--- src/rtl/pipe_pkg.sv ---
// ---------------------------------------------------------------------------
// pipe_pkg
//   Shared types and constants for the elastic pipeline stage.
//   - occ_state_e : occupancy of a stage (EMPTY / BUSY / FULL)
//   - MIPS_NOP    : all-zero instruction used as the bubble payload
//   - DEF_DATA_W / DEF_CNT_W : default payload and statistics widths
//   - occ_count() : number of live entries held in a given occupancy state
// ---------------------------------------------------------------------------
package pipe_pkg;

    // BUSY/FULL encodings differ in one bit so "skid occupied" is state[1].
    typedef enum logic [1:0] {
        EMPTY = 2'b00,
        BUSY  = 2'b01,
        FULL  = 2'b11
    } occ_state_e;

    localparam logic [31:0] MIPS_NOP   = 32'h0000_0000;
    localparam int          DEF_DATA_W = 32;
    localparam int          DEF_CNT_W  = 32;

    // Live entries held by a stage in state s (0, 1 or 2).
    function automatic logic [1:0] occ_count(input occ_state_e s);
        case (s)
            BUSY:    occ_count = 2'd1;
            FULL:    occ_count = 2'd2;
            default: occ_count = 2'd0;
        endcase
    endfunction

endpackage

--- src/rtl/pipe_sat_ctr.sv ---
// ---------------------------------------------------------------------------
// pipe_sat_ctr
//   Saturating up-counter adding 0, 1 or 2 per cycle; sticks at 2^CNT_W-1.
//
//   Ports
//     clk    in   1       clock, rising edge
//     rst    in   1       asynchronous, active-high reset (count -> 0)
//     inc_i  in   2       increment amount for this cycle (0..2)
//     cnt_o  out  CNT_W   current count
// ---------------------------------------------------------------------------
module pipe_sat_ctr
    import pipe_pkg::*;
#(
    parameter int CNT_W = DEF_CNT_W
) (
    input  logic             clk,
    input  logic             rst,
    input  logic [1:0]       inc_i,
    output logic [CNT_W-1:0] cnt_o
);

    localparam logic [CNT_W:0] MAX = {1'b0, {CNT_W{1'b1}}};

    logic [CNT_W-1:0] cnt_q;
    logic [CNT_W-1:0] cnt_d;
    logic [CNT_W:0]   sum;

    // One extra bit is enough: (2^W-1)+2 never overflows W+1 bits.
    assign sum = {1'b0, cnt_q} + (CNT_W+1)'(inc_i);

    always_comb begin
        cnt_d = sum[CNT_W-1:0];
        if (sum > MAX) cnt_d = MAX[CNT_W-1:0];
    end

    always_ff @(posedge clk or posedge rst) begin
        if (rst) cnt_q <= '0;
        else     cnt_q <= cnt_d;
    end

    assign cnt_o = cnt_q;

endmodule

--- src/rtl/pipe_stage_skid.sv ---
// ---------------------------------------------------------------------------
// pipe_stage_skid
//   Elastic pipeline stage register with a 2-entry skid buffer. in_ready is
//   decoded purely from the occupancy flops, so there is no combinational
//   path from out_ready back to in_ready. A synchronous flush squashes all
//   held entries and any same-cycle input. While empty the output carries
//   BUBBLE (the NOP encoding by default).
//
//   Optional feature macro: PIPE_STAGE_STATS_EN
//     defined   : adds stall_cnt / flush_cnt saturating statistics ports
//     undefined : statistics ports and counters are absent
//
//   Ports
//     clk        in   1       clock, rising edge
//     rst        in   1       asynchronous, active-high reset
//     flush      in   1       synchronous squash of held and incoming entries
//     in_valid   in   1       upstream payload valid
//     in_ready   out  1       stage can accept (state flops only)
//     in_data    in   DATA_W  upstream payload
//     out_valid  out  1       out_data holds a live entry
//     out_ready  in   1       downstream accepts (low = stall)
//     out_data   out  DATA_W  head entry, BUBBLE when out_valid=0
//     stall_cnt  out  CNT_W   [stats] cycles with out_valid & !out_ready
//     flush_cnt  out  CNT_W   [stats] live entries discarded by flush
// ---------------------------------------------------------------------------
module pipe_stage_skid
    import pipe_pkg::*;
#(
    parameter int                DATA_W = DEF_DATA_W,
    parameter logic [DATA_W-1:0] BUBBLE = DATA_W'(MIPS_NOP),
    parameter int                CNT_W  = DEF_CNT_W
) (
    input  logic              clk,
    input  logic              rst,
    input  logic              flush,
    input  logic              in_valid,
    output logic              in_ready,
    input  logic [DATA_W-1:0] in_data,
    output logic              out_valid,
    input  logic              out_ready,
    output logic [DATA_W-1:0] out_data
`ifdef PIPE_STAGE_STATS_EN
    ,
    output logic [CNT_W-1:0]  stall_cnt,
    output logic [CNT_W-1:0]  flush_cnt
`endif
);

    if (DATA_W < 1 || CNT_W < 1) begin : g_param_check
        $error("pipe_stage_skid: DATA_W and CNT_W must be >= 1");
    end

    occ_state_e        state_q, state_d;
    logic [DATA_W-1:0] main_q, main_d;   // head entry, drives out_data
    logic [DATA_W-1:0] skid_q, skid_d;   // second entry caught while stalled
    logic              accept, drain;

    assign in_ready  = (state_q != FULL);
    assign out_valid = (state_q != EMPTY);
    // main_q is forced to BUBBLE whenever the stage empties, so no mux here.
    assign out_data  = main_q;

    assign accept = in_valid & in_ready;
    assign drain  = out_valid & out_ready;

    always_comb begin
        state_d = state_q;
        main_d  = main_q;
        skid_d  = skid_q;
        if (flush) begin
            // Squash wins over everything, including a same-cycle accept.
            state_d = EMPTY;
            main_d  = BUBBLE;
            skid_d  = BUBBLE;
        end else begin
            case (state_q)
                EMPTY: begin
                    if (accept) begin
                        state_d = BUSY;
                        main_d  = in_data;
                    end
                end
                BUSY: begin
                    case ({accept, drain})
                        2'b11: main_d = in_data;
                        2'b10: begin
                            state_d = FULL;
                            skid_d  = in_data;
                        end
                        2'b01: begin
                            state_d = EMPTY;
                            main_d  = BUBBLE;
                        end
                        default: ;
                    endcase
                end
                FULL: begin
                    // in_ready is low here, so in_valid is irrelevant.
                    if (drain) begin
                        state_d = BUSY;
                        main_d  = skid_q;
                        skid_d  = BUBBLE;
                    end
                end
                default: begin
                    state_d = EMPTY;
                    main_d  = BUBBLE;
                    skid_d  = BUBBLE;
                end
            endcase
        end
    end

    always_ff @(posedge clk or posedge rst) begin
        if (rst) begin
            state_q <= EMPTY;
            main_q  <= BUBBLE;
            skid_q  <= BUBBLE;
        end else begin
            state_q <= state_d;
            main_q  <= main_d;
            skid_q  <= skid_d;
        end
    end

`ifdef PIPE_STAGE_STATS_EN
    logic [1:0] stall_inc;
    logic [1:0] flush_inc;

    assign stall_inc = {1'b0, out_valid & ~out_ready};
    // Only held entries count; the squashed same-cycle input is not one.
    assign flush_inc = flush ? occ_count(state_q) : 2'd0;

    pipe_sat_ctr #(.CNT_W(CNT_W)) u_stall_ctr (
        .clk   (clk),
        .rst   (rst),
        .inc_i (stall_inc),
        .cnt_o (stall_cnt)
    );

    pipe_sat_ctr #(.CNT_W(CNT_W)) u_flush_ctr (
        .clk   (clk),
        .rst   (rst),
        .inc_i (flush_inc),
        .cnt_o (flush_cnt)
    );
`endif

endmodule

--- config.mk ---
export PLATFORM = sky130hd
export DESIGN_NAME = pipe_stage_skid
export DESIGN_NICKNAME = d
export VERILOG_FILES = /design/src/rtl/pipe_pkg.sv /design/src/rtl/pipe_sat_ctr.sv /design/src/rtl/pipe_stage_skid.sv
export SDC_FILE = /design/constraint.sdc
export NUM_CORES = 1
export LEC_CHECK = 0
export BUFFER_PORTS_ARGS = -buffer_cell sky130_fd_sc_hd__clkbuf_2
export CAP_MARGIN = 20
export CORE_MARGIN = 2
export CORE_UTILIZATION = 32
export CTS_CLUSTER_DIAMETER = 80
export DETAILED_ROUTE_END_ITERATION = 16
export PLACE_DENSITY = 0.5
export SETUP_SLACK_MARGIN = 0.1
export SLEW_MARGIN = 10
export SYNTH_ARGS = -nofsm -noshare
export SYNTH_HDL_FRONTEND = slang
export SYNTH_SLANG_ARGS = --single-unit
--- constraint.sdc ---
create_clock -name clk -period 3.8 [get_ports clk]
set_clock_uncertainty 0.2 [all_clocks]
set_input_delay 0.19 -clock clk [delete_from_list [all_inputs] [get_ports clk]]
set_output_delay 0.19 -clock clk [all_outputs]
set_load 0.005 [all_outputs]
==> results.json, run 1 <==
{
  "worstPathMaxFanout": 25,
  "cts_buffer_depth": 2,
  "start_util_pct": 33.2,
  "grt_max_degree": 43,
  "gp_congestion": 0.706,
  "swShare_pct": 35.4,
  "layout_common_cells": "clkbuf_2 (70), a21oi_1 (66), dfrtp_1 (66), inv_1 (37)",
  "grt_first_pass_wirelength_mm": 15.1,
  "drtIter0Drc": 77,
  "async_flop_share_pct": 100,
  "syn_avg_cell_area_um2": 10.4,
  "path_clk_slew_ns": 0.05,
  "comb_power_share_pct": 39.2,
  "max_clock_freq_ghz": 0.349,
  "p_clk_share_pct": 25.4,
  "dr.pass1.iters": 4,
  "required_ns": 3.84,
  "leakage_uw": 0.00224,
  "p_int_uw": 1910,
  "avgViaCountPerCell": 4.87,
  "syn_to_final_growth_pct": 27.8,
  "worstSkewPairLatency_ns": 0.33,
  "critPathKind": "reg -> reg",
  "synth_top_area_cell": "dfrtp_1",
  "clock-sinks": 66,
  "portBuffers": 70,
  "netSwitchingPower_uw": 1050,
  "final_area_mm2": 0.00466,
  "worst_slack_ns": 0.931,
  "rows": 38,
  "final_common_cell": "clkbuf_2",
  "ir_worst_vdd_v": 0.000258,
  "yosys_register_bits": 66,
  "cts_tree": "yes",
  "setup_viol_count_final": 0,
  "cts_made_buffers": 9,
  "synthFlopType": "dfrtp_1",
  "postSynthCellCount": 350,
  "cts_root_buffer": "clkbuf_16",
  "dieArea_mm2": 0.0123,
  "wirelength_mm": 9.03,
  "drc": 0,
  "ys_warn_count": 0,
  "grt_use_total_pct": 15.3,
  "place_area_mm2": 0.00407,
  "syn-cell-area_mm2": 0.00365,
  "fin_cells": 584,
  "worst_slew_pin_slew_ns": 0.951,
  "hold_violations": 0,
  "die_w_um": 111,
  "slew_violations": 0,
  "power_uw": 2950,
  "power_frac_seq_pct": 35.4,
  "setup-tns-final_ns": 0,
  "drv_cap": 0,
  "status": "complete, no violations",
  "mappedNetlistNets": 391,
  "routedWlPerCell_um": 15.5,
  "core-area_mm2": 0.0110,
  "fp.dieH_um": 111,
  "vias": 2843,
  "synth_edf_count": 0,
  "drive_above_1_share_pct": 28.6,
  "htreeDepth": 3,
  "placed_cells": 537,
  "ys_seq_area_share_pct": 45.3,
  "ys_types": 28,
  "rsz0062_at_grt": "false",
  "p_per_area_mw_per_mm2": 634,
  "ant_nets": 0,
  "yosys-top-cells-area": "dfrtp_1 (45%), mux2_4 (12%), a21oi_1 (9.1%)",
  "dp_slack_ns": 0.921,
  "nets": 482,
  "fin_crit_ns": 2.87,
  "antenna_cells": 0,
  "max_slew_margin_pct": 36.3,
  "io_pins": 71,
  "cts_resized": 0,
  "cp-start-kind": "register",
  "synth_top_area_share_pct": 45.3,
  "min_path_type": "in -> reg",
  "final.period_utilization_pct": 75.5,
  "grt_pass1_vias": 2898,
  "endpoint_kind": "register",
  "grt_overflow": 0,
  "antenna_found_initial": 0,
  "worstPathArrival_ns": 2.91,
  "dpl.hpwl_mm": 5.58
}
-- final cells by class --
type	count	area [µm²]
clock buffers	11	243
clock inverters	3	17.5
fillers	1076	6320
inverters	39	146
multi-input cells	217	1710
flip-flops and latches	66	1650
well taps	140	175
repair buffers	108	718
-- kinds of logic (layout without fill, tap and decap cells) --
kind of cell	Yosys count	count (layout)	synth area share [%]
compound gates	107	107	17.8
simple gates	41	41	4.97
fa+ha+maj	4	4	1.37
mux	65	65	22.0
buf+inv	67	161	8.58
flops	66	66	45.3
-- critical path, stage by stage (launching register included) --
cell and delay (ns):
dfrtp_1 0.40, inv_1 0.12, ha_1 0.75, a21oi_1 0.16, a21oi_4 0.40, buf_4 0.49
mux2i_1 0.26
-- what timing repair did --
action | 4_1_cts | 5_1_grt
hold endpoints to repair | 73 | 0
hold buffers | 33 | 0
setup buffers | 0 | 0
-- synthesized netlist by cell type (2+ instances only) --
cell type  number
inv_1          38
o21ai_2         2
nor2b_1         2
clkbuf_1        4
a21oi_1        66
buf_6           3
buf_2          16
mux2_1          2
buf_4           5
a211oi_1       32
nand2_1        33
o31ai_1         2
mux2i_1        33
dfrtp_1        66
mux2_4         30
ha_1            4
-- state kept, by name, summed over array words and instances, names as in the netlist --
register / count
state_q: 2
out_data: 32
skid_q: 32
-- stage by stage --
step                hold slack [ns]  util [%]
floorplan                    0.0879         -
global placement              0.228      37.0
detailed placement            0.233      37.0
CTS                          0.0229      42.4
global route                 0.0289      42.4
finish                       0.0207      42.4
-- layer usage --
layer | global-route usage, % | vias to the layer above | wire length, µm
met5 | 0 | - | 0
met4 | 4.75 | 0 | 108
met3 | 3.01 | 11 | 426
met2 | 24.0 | 71 | 4030
met1 | 21.3 | 1362 | 4460
li1 | - | 1399 | -
-- worst paths after layout --
kind	from	end	slack, ns	cells after the start
max	state_q[0]	skid_q[20]	0.93	6
min	flush	state_q[0]	0.02	2
max reg2reg	state_q[0]	skid_q[20]	0.93	6
min reg2reg	out_data[9]	out_data[9]	0.30	1
max in group asynchronous	rst	skid_q[22]	2.09	4
min in group asynchronous	rst	out_data[1]	0.41	3
-- power by group through the flow --
| stage | Combinational, µW | Sequential, µW | Clock (µW) |
|---|---|---|---|
| after detailed placement | 1150 | 1060 | 0 |
| final | 1160 | 1050 | 751 |
| after CTS | 1180 | 1050 | 768 |
| after global placement | 1130 | 1060 | 0 |
| after floorplan | 831 | 1030 | 0 |
| after global routing | 1280 | 1080 | 804 |
(Power assumes the default switching activity.)
==> inputs of run 2 (changes only) <==
clock period = 2.8 ns   (was 3.8 ns; I/O delays follow)
==> results.json, run 2 (synthesis gave the netlist of run 1 again) <==
{
  "status": "complete, no violations",
  "setup_viol_count_final": 0,
  "drtIter0Drc": 128,
  "fin_crit_ns": 2.28,
  "start_util_pct": 33.2,
  "rsz0062_at_grt": "false",
  "htreeDepth": 3,
  "met2_usage_pct": 26.0,
  "path_clk_slew_ns": 0.05,
  "clock-sinks": 66,
  "io_pins": 71,
  "fp.dieH_um": 111,
  "hold_end": "state_q[0]",
  "hold_start": "in_valid",
  "p_per_area_mw_per_mm2": 882,
  "grt_max_degree": 49,
  "die_w_um": 111,
  "routedWlPerCell_um": 15.4,
  "reg2regPathDepth": 6,
  "r2r-start": "state_q[0]",
  "gp_congestion": 0.725,
  "grt_overflow": 0,
  "crit_buf_inv": 1,
  "cts_root_buffer": "clkbuf_16",
  "reg2reg_to": "state_q[1]",
  "max_clock_freq_ghz": 0.438,
  "hold_depth": 4,
  "fin_util_pct": 43.5,
  "nets": 491,
  "dpl.hpwl_mm": 5.81,
  "antenna_cells": 0,
  "min_path_type": "in -> reg",
  "leakage_uw": 0.00230,
  "avgViaCountPerCell": 4.92,
  "cts_buffer_depth": 2,
  "layout_common_cells": "clkbuf_2 (70), a21oi_1 (66), dfrtp_1 (66), inv_1 (37), dlygate4sd3_1 (34)",
  "grt_use_total_pct": 15.8,
  "endpoint_kind": "register",
  "slowest_stage": "or4_1",
  "hold_violations": 0,
  "dr.pass1.iters": 4,
  "cts_tree": "yes",
  "drc": 0,
  "grt_util_met3_pct": 4.48,
  "required_ns": 2.83,
  "critPathMaxStageDelay_ns": 0.53,
  "critPathKind": "reg -> reg",
  "syn_to_final_growth_pct": 31.0,
  "nFillCells": 1057,
  "antenna_found_initial": 0,
  "reg2reg_slack_ns": 0.52,
  "drive_above_1_share_pct": 30.2,
  "hold_ws_ns": 0.0704,
  "final.period_utilization_pct": 81.6,
  "worstSkewPairLatency_ns": 0.33,
  "cp_cell_sequence": "ha_2, buf_4, nand3b_1, mux2i_1, or4_1, o31ai_1",
  "max_slew_margin_pct": 59.9,
  "rows": 38,
  "core-area_mm2": 0.0110,
  "met1_usage_pct": 20.6,
  "setup-tns-final_ns": 0,
  "drv_cap": 0,
  "post_cts_buffers": 0,
  "grt_first_pass_wirelength_mm": 15.7,
  "cts_resized": 0,
  "worstPathMaxFanout": 48,
  "ant_nets": 0,
  "slew_violations": 0,
  "busiest_layer": "met2",
  "cts_made_buffers": 9,
  "crit_family": "simple AND/OR/NAND/NOR gates",
  "worstPathArrival_ns": 2.31,
  "final_common_cell": "clkbuf_2",
  "portBuffers": 70,
  "cp-start-kind": "register",
  "grt_pass1_vias": 3076,
  "crit_cells": 6,
  "worst_slew_pin_slew_ns": 0.602,
  "ir_worst_vdd_v": 0.000392,
  "wirelength_mm": 9.14,
  "vias": 2924,
  "dieArea_mm2": 0.0123
}
-- run 2: changes by cell type in the layout (fill, tap and decap cells not counted) --
cell,previous run,this run
buf_4,5,13
clkinv_2,2,3
clkbuf_8,1,0
dlygate4sd3_1,33,34
clkbuf_1,1,0
bufinv_16,0,2
-- run 2: layer usage --
metal  up-vias  wire length [µm]
met5         -                 0
li1       1421                 -
met2        75              4350
met1      1416              4190
met3        12               462
met4         0               135
-- run 2: metrics by stage --
stage                     instance area (µm²)  std cells  setup WS, ns  total power (µW)
after floorplan                          3650        350         0.805              2530
after global placement                   4130        545         0.601              3010
after detailed placement                 4130        545         0.533              3030
after CTS                                4780        594         0.500              4290
after global routing                     4780        594         0.379              4500
final                                    4780        594         0.516              4210
-- run 2: cell type report --
class	count	area, µm²	area share [%]
Clock buffer	9	225	4.71
Clock inverter	6	82.6	1.73
Inverter	39	146	3.06
Multi-Input combinational cell	217	1710	35.8
Sequential cell	66	1650	34.6
Tap cell	140	175	3.67
Timing Repair Buffer	117	788	16.5
-- run 2: worst register-to-register path, stage by stage (launching register included) --
cell	delay, ns
dfrtp_1	0.38
ha_2	0.25
buf_4	0.45
nand3b_1	0.18
mux2i_1	0.11
or4_1	0.53
o31ai_1	0.09
-- run 2: how the worst max path moves through the flow --
stage | start | endpoint | slack (ns)
4_1_cts | state_q[0] | state_q[1] | 0.50
2_1_floorplan | rst | out_data[0] | 0.81
3_5_place_dp | state_q[0] | out_data[10] | 0.53
5_1_grt | state_q[0] | state_q[1] | 0.38
6_report | state_q[0] | state_q[1] | 0.52
3_3_place_gp | state_q[0] | state_q[1] | 0.60
-- run 2: what timing repair did --
item	in CTS	in global routing
hold buffers	34	0
endpoints found under the setup margin	0	0
endpoints found under the hold margin	68	0
-- run 2: report_power, final --
group | internal (µW) | total [µW] | switching, µW
registers | 1230 | 1410 | 181
logic | 782 | 1630 | 844
clock network | 769 | 1180 | 408
total | 2780 | 4210 | 1430
